--- src/rtl/ultrasonic_scheduler.sv ---
// Round-robin trigger/echo scheduler for NUM_SENSORS ultrasonic rangers.
// Define ULTRASONIC_OBSTACLE_EN to build the per-sensor obstacle comparator.
module ultrasonic_scheduler #(
    parameter int NUM_SENSORS    = 3,
    parameter int TRIG_CYCLES    = 1000,
    parameter int TIMEOUT_CYCLES = 1156852,
    parameter int GUARD_CYCLES   = 6000000
) (
    input  logic                   clk,
    input  logic                   reset_n,
    input  logic                   enable,
    input  logic [NUM_SENSORS-1:0] echo,
    output logic [NUM_SENSORS-1:0] trigger,
    output logic [22:0]            dist_data,
    output logic [1:0]             dist_id,
    output logic                   dist_valid,
    output logic                   dist_timeout,
    input  logic [22:0]            threshold,
    output logic [NUM_SENSORS-1:0] obstacle
);

    typedef enum logic [2:0] {
        IDLE,
        TRIG,
        WAIT_RISE,
        MEASURE,
        GUARD
    } state_t;

    localparam logic [22:0] TRIG_LAST  = 23'(TRIG_CYCLES - 1);
    localparam logic [22:0] TMO_LAST   = 23'(TIMEOUT_CYCLES - 1);
    localparam logic [22:0] TMO_VAL    = 23'(TIMEOUT_CYCLES);
    localparam logic [22:0] GUARD_LAST = 23'(GUARD_CYCLES - 1);
    localparam logic [1:0]  CUR_LAST   = 2'(NUM_SENSORS - 1);

    state_t                 state, state_nxt;
    logic [22:0]            cnt;
    logic [1:0]             cur;
    logic [NUM_SENSORS-1:0] echo_m, echo_s;
    logic                   echo_cur;
    logic                   done, done_to, adv;
    logic [22:0]            done_data;

    assign echo_cur = echo_s[cur];
    assign trigger  = (state == TRIG)
                    ? ({{(NUM_SENSORS-1){1'b0}}, 1'b1} << cur)
                    : '0;

    always_ff @(posedge clk or negedge reset_n) begin
        if (!reset_n) begin
            echo_m <= '0;
            echo_s <= '0;
        end else begin
            echo_m <= echo;
            echo_s <= echo_m;
        end
    end

    always_comb begin
        state_nxt = state;
        done      = 1'b0;
        done_to   = 1'b0;
        done_data = '0;
        adv       = 1'b0;
        unique case (state)
            IDLE: begin
                if (enable) state_nxt = TRIG;
            end
            TRIG: begin
                if (!enable) state_nxt = GUARD;
                else if (cnt >= TRIG_LAST) state_nxt = WAIT_RISE;
            end
            WAIT_RISE: begin
                if (!enable) begin
                    state_nxt = GUARD;
                end else if (echo_cur) begin
                    state_nxt = MEASURE;
                end else if (cnt >= TMO_LAST) begin
                    state_nxt = GUARD;
                    done      = 1'b1;
                    done_to   = 1'b1;
                end
            end
            MEASURE: begin
                // the rising edge was seen in WAIT_RISE, hence the +1
                if (!enable) begin
                    state_nxt = GUARD;
                end else if (!echo_cur) begin
                    state_nxt = GUARD;
                    done      = 1'b1;
                    done_data = cnt + 23'd1;
                end else if (cnt >= TMO_LAST) begin
                    state_nxt = GUARD;
                    done      = 1'b1;
                    done_to   = 1'b1;
                    done_data = TMO_VAL;
                end
            end
            GUARD: begin
                if (cnt >= GUARD_LAST) begin
                    adv       = 1'b1;
                    state_nxt = enable ? TRIG : IDLE;
                end
            end
            default: state_nxt = IDLE;
        endcase
    end

    always_ff @(posedge clk or negedge reset_n) begin
        if (!reset_n) begin
            state        <= IDLE;
            cnt          <= '0;
            cur          <= '0;
            dist_data    <= '0;
            dist_id      <= '0;
            dist_valid   <= 1'b0;
            dist_timeout <= 1'b0;
        end else begin
            state      <= state_nxt;
            dist_valid <= done;
            if (state_nxt != state) cnt <= '0;
            else if (state != IDLE && cnt != '1) cnt <= cnt + 23'd1;
            if (adv) cur <= (cur == CUR_LAST) ? 2'd0 : cur + 2'd1;
            if (done) begin
                dist_data    <= done_data;
                dist_id      <= cur;
                dist_timeout <= done_to;
            end
        end
    end

`ifdef ULTRASONIC_OBSTACLE_EN
    logic [NUM_SENSORS-1:0] obs_q;

    always_ff @(posedge clk or negedge reset_n) begin
        if (!reset_n) begin
            obs_q <= '0;
        end else if (dist_valid) begin
            obs_q[dist_id] <= !dist_timeout && (dist_data < threshold);
        end
    end

    assign obstacle = obs_q;
`else
    logic unused_threshold;

    assign unused_threshold = ^threshold;
    assign obstacle         = '0;
`endif

endmodule

--- config.mk ---
export PLATFORM = sky130hd
export DESIGN_NAME = ultrasonic_scheduler
export DESIGN_NICKNAME = d
export VERILOG_FILES = /design/src/rtl/ultrasonic_scheduler.sv
export SDC_FILE = /design/constraint.sdc
export NUM_CORES = 1
export LEC_CHECK = 0
export CORE_ASPECT_RATIO = 1.1
export CORE_MARGIN = 2
export CORE_UTILIZATION = 40
export DETAILED_ROUTE_END_ITERATION = 6
export HOLD_SLACK_MARGIN = 0.06
export SLEW_MARGIN = 30
export SYNTH_ARGS = -nofsm -noshare
export SYNTH_HDL_FRONTEND = slang
export SYNTH_SLANG_ARGS = --single-unit
--- constraint.sdc ---
create_clock -name clk -period 5.3 [get_ports clk]
set_input_delay 1.06 -clock clk [delete_from_list [all_inputs] [get_ports clk]]
set_output_delay 1.06 -clock clk [all_outputs]
set_load 0.05 [all_outputs]
==> run summary <==
- **number of flops mapped to enable cells by yosys** 0
- **chip width** 94.9 um
- **Synth Area in Adders** 0.344%
- **post-synthesis mux area share** 2.00%
- **crit share post-route** 62.1%
- **vias in the first global route** 2807
- **Synth async-reset ratio** 100%
- **Power Dens Cells** 283 nW/um2
- **area of the mapped netlist** 3630 um2
- **Sequential cell area** 1530 um2
- **full die area** 9870 um2
- **Layout area overhead** 14.3%
- **hold buffer count at CTS** 0
- **Post-Route Setup TNS** 0 ns
- **Initial DRT Pass Iterations** 4
- **Synth cell types** 57
- **Seq/Total Area, Yosys** 42.0%
- **post-synthesis xor/xnor area fraction** 10.1%
- **cell types with the largest area share after synthesis** sky130_fd_sc_hd__dfrtp_1, sky130_fd_sc_hd__xor2_1, sky130_fd_sc_hd__nor3_2
- **initial DRC count** 146
- **fraction of final layout cells sized beyond drive strength 1** 14.3%
- **Main synth FF type** sky130_fd_sc_hd__dfrtp_1
- **Chip Height** 104 um
- **placeable core area** 8830 um2
- **final count of negative-setup-slack endpoints** 0
- **cell count after placement** 482
- **normalized max-slew margin** 46.8%
- **CTS buffer count** 9
- **DPL Wire Length** 5.39 mm
- **TritonCTS clock tree** yes
- **main combinational cell family by area after synthesis** simple AND/OR/NAND/NOR gates
- **number of antenna violations at the first check in global routing** 0
- **final hold viol count** 0
- **worst setup margin** 2.01 ns
- **depth of the CTS H-tree** 3
- **Clk Latency, worst-skew pair** 0.35 ns
- **Final nets** 409
- **clock root buffer master** sky130_fd_sc_hd__clkbuf_8
- **Mean Syn Cell Area** 9.77 um2
- **clock period minus final worst setup slack** 3.29 ns
- **count of standard-cell rows** 36
- **measured slew at the worst slew-check pin** 0.798 ns
- **clock slew at the register clock pins of the worst setup and hold paths** 0.07 ns
- **number of instances in the synthesized netlist** 372
- **drt via density** 5.59
- **overall power consumption** 0.00118 W
- **global-route wire length before repair** 14.1 mm
- **worst slack at placement** 2.21 ns
- **pins over their slew limit** 0
- **Clock Tree Buf Depth** 2
- **Synth Area in Simple Gates** 25.5%
- **unrepaired setup endpoints after global routing** false
- **number of port buffers** 35
- **outcome** finished, final reports clean
- **number of post-CTS setup repair buffers** 0
- **Worst Skew** 0.0109 ns
- **residual overflow from global routing** 0
- **most used standard cell by instance count after synthesis** sky130_fd_sc_hd__dfrtp_1
- **starting density of the core** 41.2%
- **Leakage** 1.65 nW
- **Critical Setup Path Class** reg2out
- **final-layout fill cell count** 872
- **Synthesis Warnings** 0
- **data arrival at the endpoint of the critical path** 2.23 ns
- **area of the multi-input gates** 1870 um2
- **Tightest Hold Check Type** reg2reg
- **overall track demand over capacity in global routing** 18.1%
- **routed length per placed instance** 16.5 um
- **required time at the endpoint of the critical path** 4.24 ns
- **leading cell types by count after synthesis** sky130_fd_sc_hd__dfrtp_1, sky130_fd_sc_hd__xor2_1, sky130_fd_sc_hd__nand2_1
- **fraction of the mapped netlist area in compound gates** 13.3%
- **number of non-filler instances in the completed layout** 498
- **count of clock tree sinks** 61
- **DRC violation count after routing** 0
- **wire length after detailed routing** 8.22 mm
- **number of maximum-capacitance constraint violations** 0
- **largest net degree at the start of global routing** 62
- **routed vias** 2783
- **kind of end point of the critical path** output port
- **Max VDD drop** 0.000134 V
- **area share of the leading cell type in the synthesized netlist** 42.0%
- **highest clock frequency the design can meet** 304 MHz
- **Worst setup SP type** register
- **Hold Worst Slack** 0.344 ns
- **top-level port count** 62
- **Resized Gates After CTS** 0
- **Placer Congestion** 0.849
- **number of nets with antenna violations after detailed routing** 0
- **register bit total from synthesis** 61
- **largest fanout on the critical path** 10
- **Diodes inserted** 0
- **Yosys top cell by area** sky130_fd_sc_hd__dfrtp_1
==> flip-flops by register name, summed over array words and instances (netlist names) <==
name	cells
cur	2
dist_valid	1
state	3
dist_data	23
echo_m	3
echo_s	3
dist_timeout	1
cnt	23
dist_id	2
==> cell families (layout without fill, tap and decap cells) <==
family / after synthesis / in the layout
other cells: 1 / 3
buf+inv: 48 / 58
compound gates: 66 / 66
mux: 6 / 6
fa+ha+maj: 1 / 1
xor+xnor: 42 / 42
flops: 61 / 61
simple gates: 147 / 147
==> worst max-delay path, stage by stage, from the launching register on <==
cell                              delay, ns
sky130_fd_sc_hd__dfrtp_1               0.48
sky130_fd_sc_hd__nor2_1                0.25
sky130_fd_sc_hd__nand2_1               0.10
sky130_fd_sc_hd__nor3b_1               0.21
sky130_fd_sc_hd__clkdlybuf4s50_1       0.83
==> routing by layer <==
layer  share of wire [%]  track usage, %  up-vias
met5                   0               0        -
met4                 2.2            7.45        0
met3                 2.5            3.26       14
met2                  48            27.5       42
met1                  48            25.2     1386
li1                    -               -     1341
==> area by class of cell <==
class	count	area share [%]
Timing Repair Buffer	39	9.03
Inverter	3	0.271
Multi-Input combinational cell	265	45.1
Clock buffer	12	3.73
Tap cell	114	3.43
Sequential cell	61	36.7
Clock inverter	4	1.69
==> stage by stage <==
| step | area, um2 | utilization [%] |
|---|---|---|
| 3_3_place_gp | 3930 | 44.5 |
| 5_1_grt | 4160 | 47.1 |
| 4_1_cts | 4160 | 47.1 |
| 2_1_floorplan | 3640 | - |
| 3_5_place_dp | 3930 | 44.5 |
| 6_report | 4160 | 47.1 |
==> power by group <==
part	switching [W]	internal, W	leakage [nW]
Sequential	0.0000250	0.000483	0.826
Clock	0.000187	0.000289	0.116
Combinational	0.000140	0.0000539	0.710
==> layout by cell type, fill, tap and decap left out, types with 11 or more instances in the layout <==
| master | n |
|---|---|
| sky130_fd_sc_hd__nand3_1 | 19 |
| sky130_fd_sc_hd__a31oi_1 | 13 |
| sky130_fd_sc_hd__a21oi_1 | 15 |
| sky130_fd_sc_hd__clkbuf_8 | 11 |
| sky130_fd_sc_hd__clkdlybuf4s50_1 | 34 |
| sky130_fd_sc_hd__dfrtp_1 | 61 |
| sky130_fd_sc_hd__nor3_2 | 20 |
| sky130_fd_sc_hd__o2bb2ai_1 | 11 |
| sky130_fd_sc_hd__nor2_1 | 13 |
| sky130_fd_sc_hd__xor2_1 | 32 |
| sky130_fd_sc_hd__nand2_1 | 25 |
==> worst paths after layout <==
kind / startpoint / endpoint / slack, ns / cells after the start
hold / removal: echo_m[2]$_DFF_PN0_ / echo_s[2]$_DFF_PN0_ / 0.34 / 0
min in group asynchronous: reset_n / dist_valid$_DFF_PN0_ / 0.87 / 2
hold reg to reg: echo_m[2]$_DFF_PN0_ / echo_s[2]$_DFF_PN0_ / 0.34 / 0
max in group asynchronous: reset_n / dist_data[2]$_DFFE_PN0P_ / 3.90 / 2
setup / recovery: state[2]$_DFF_PN0_ / trigger[2] / 2.01 / 4
setup reg to reg: cnt[0]$_DFFE_PN0P_ / cnt[1]$_DFFE_PN0P_ / 2.51 / 7
(Power assumes the default switching activity.)
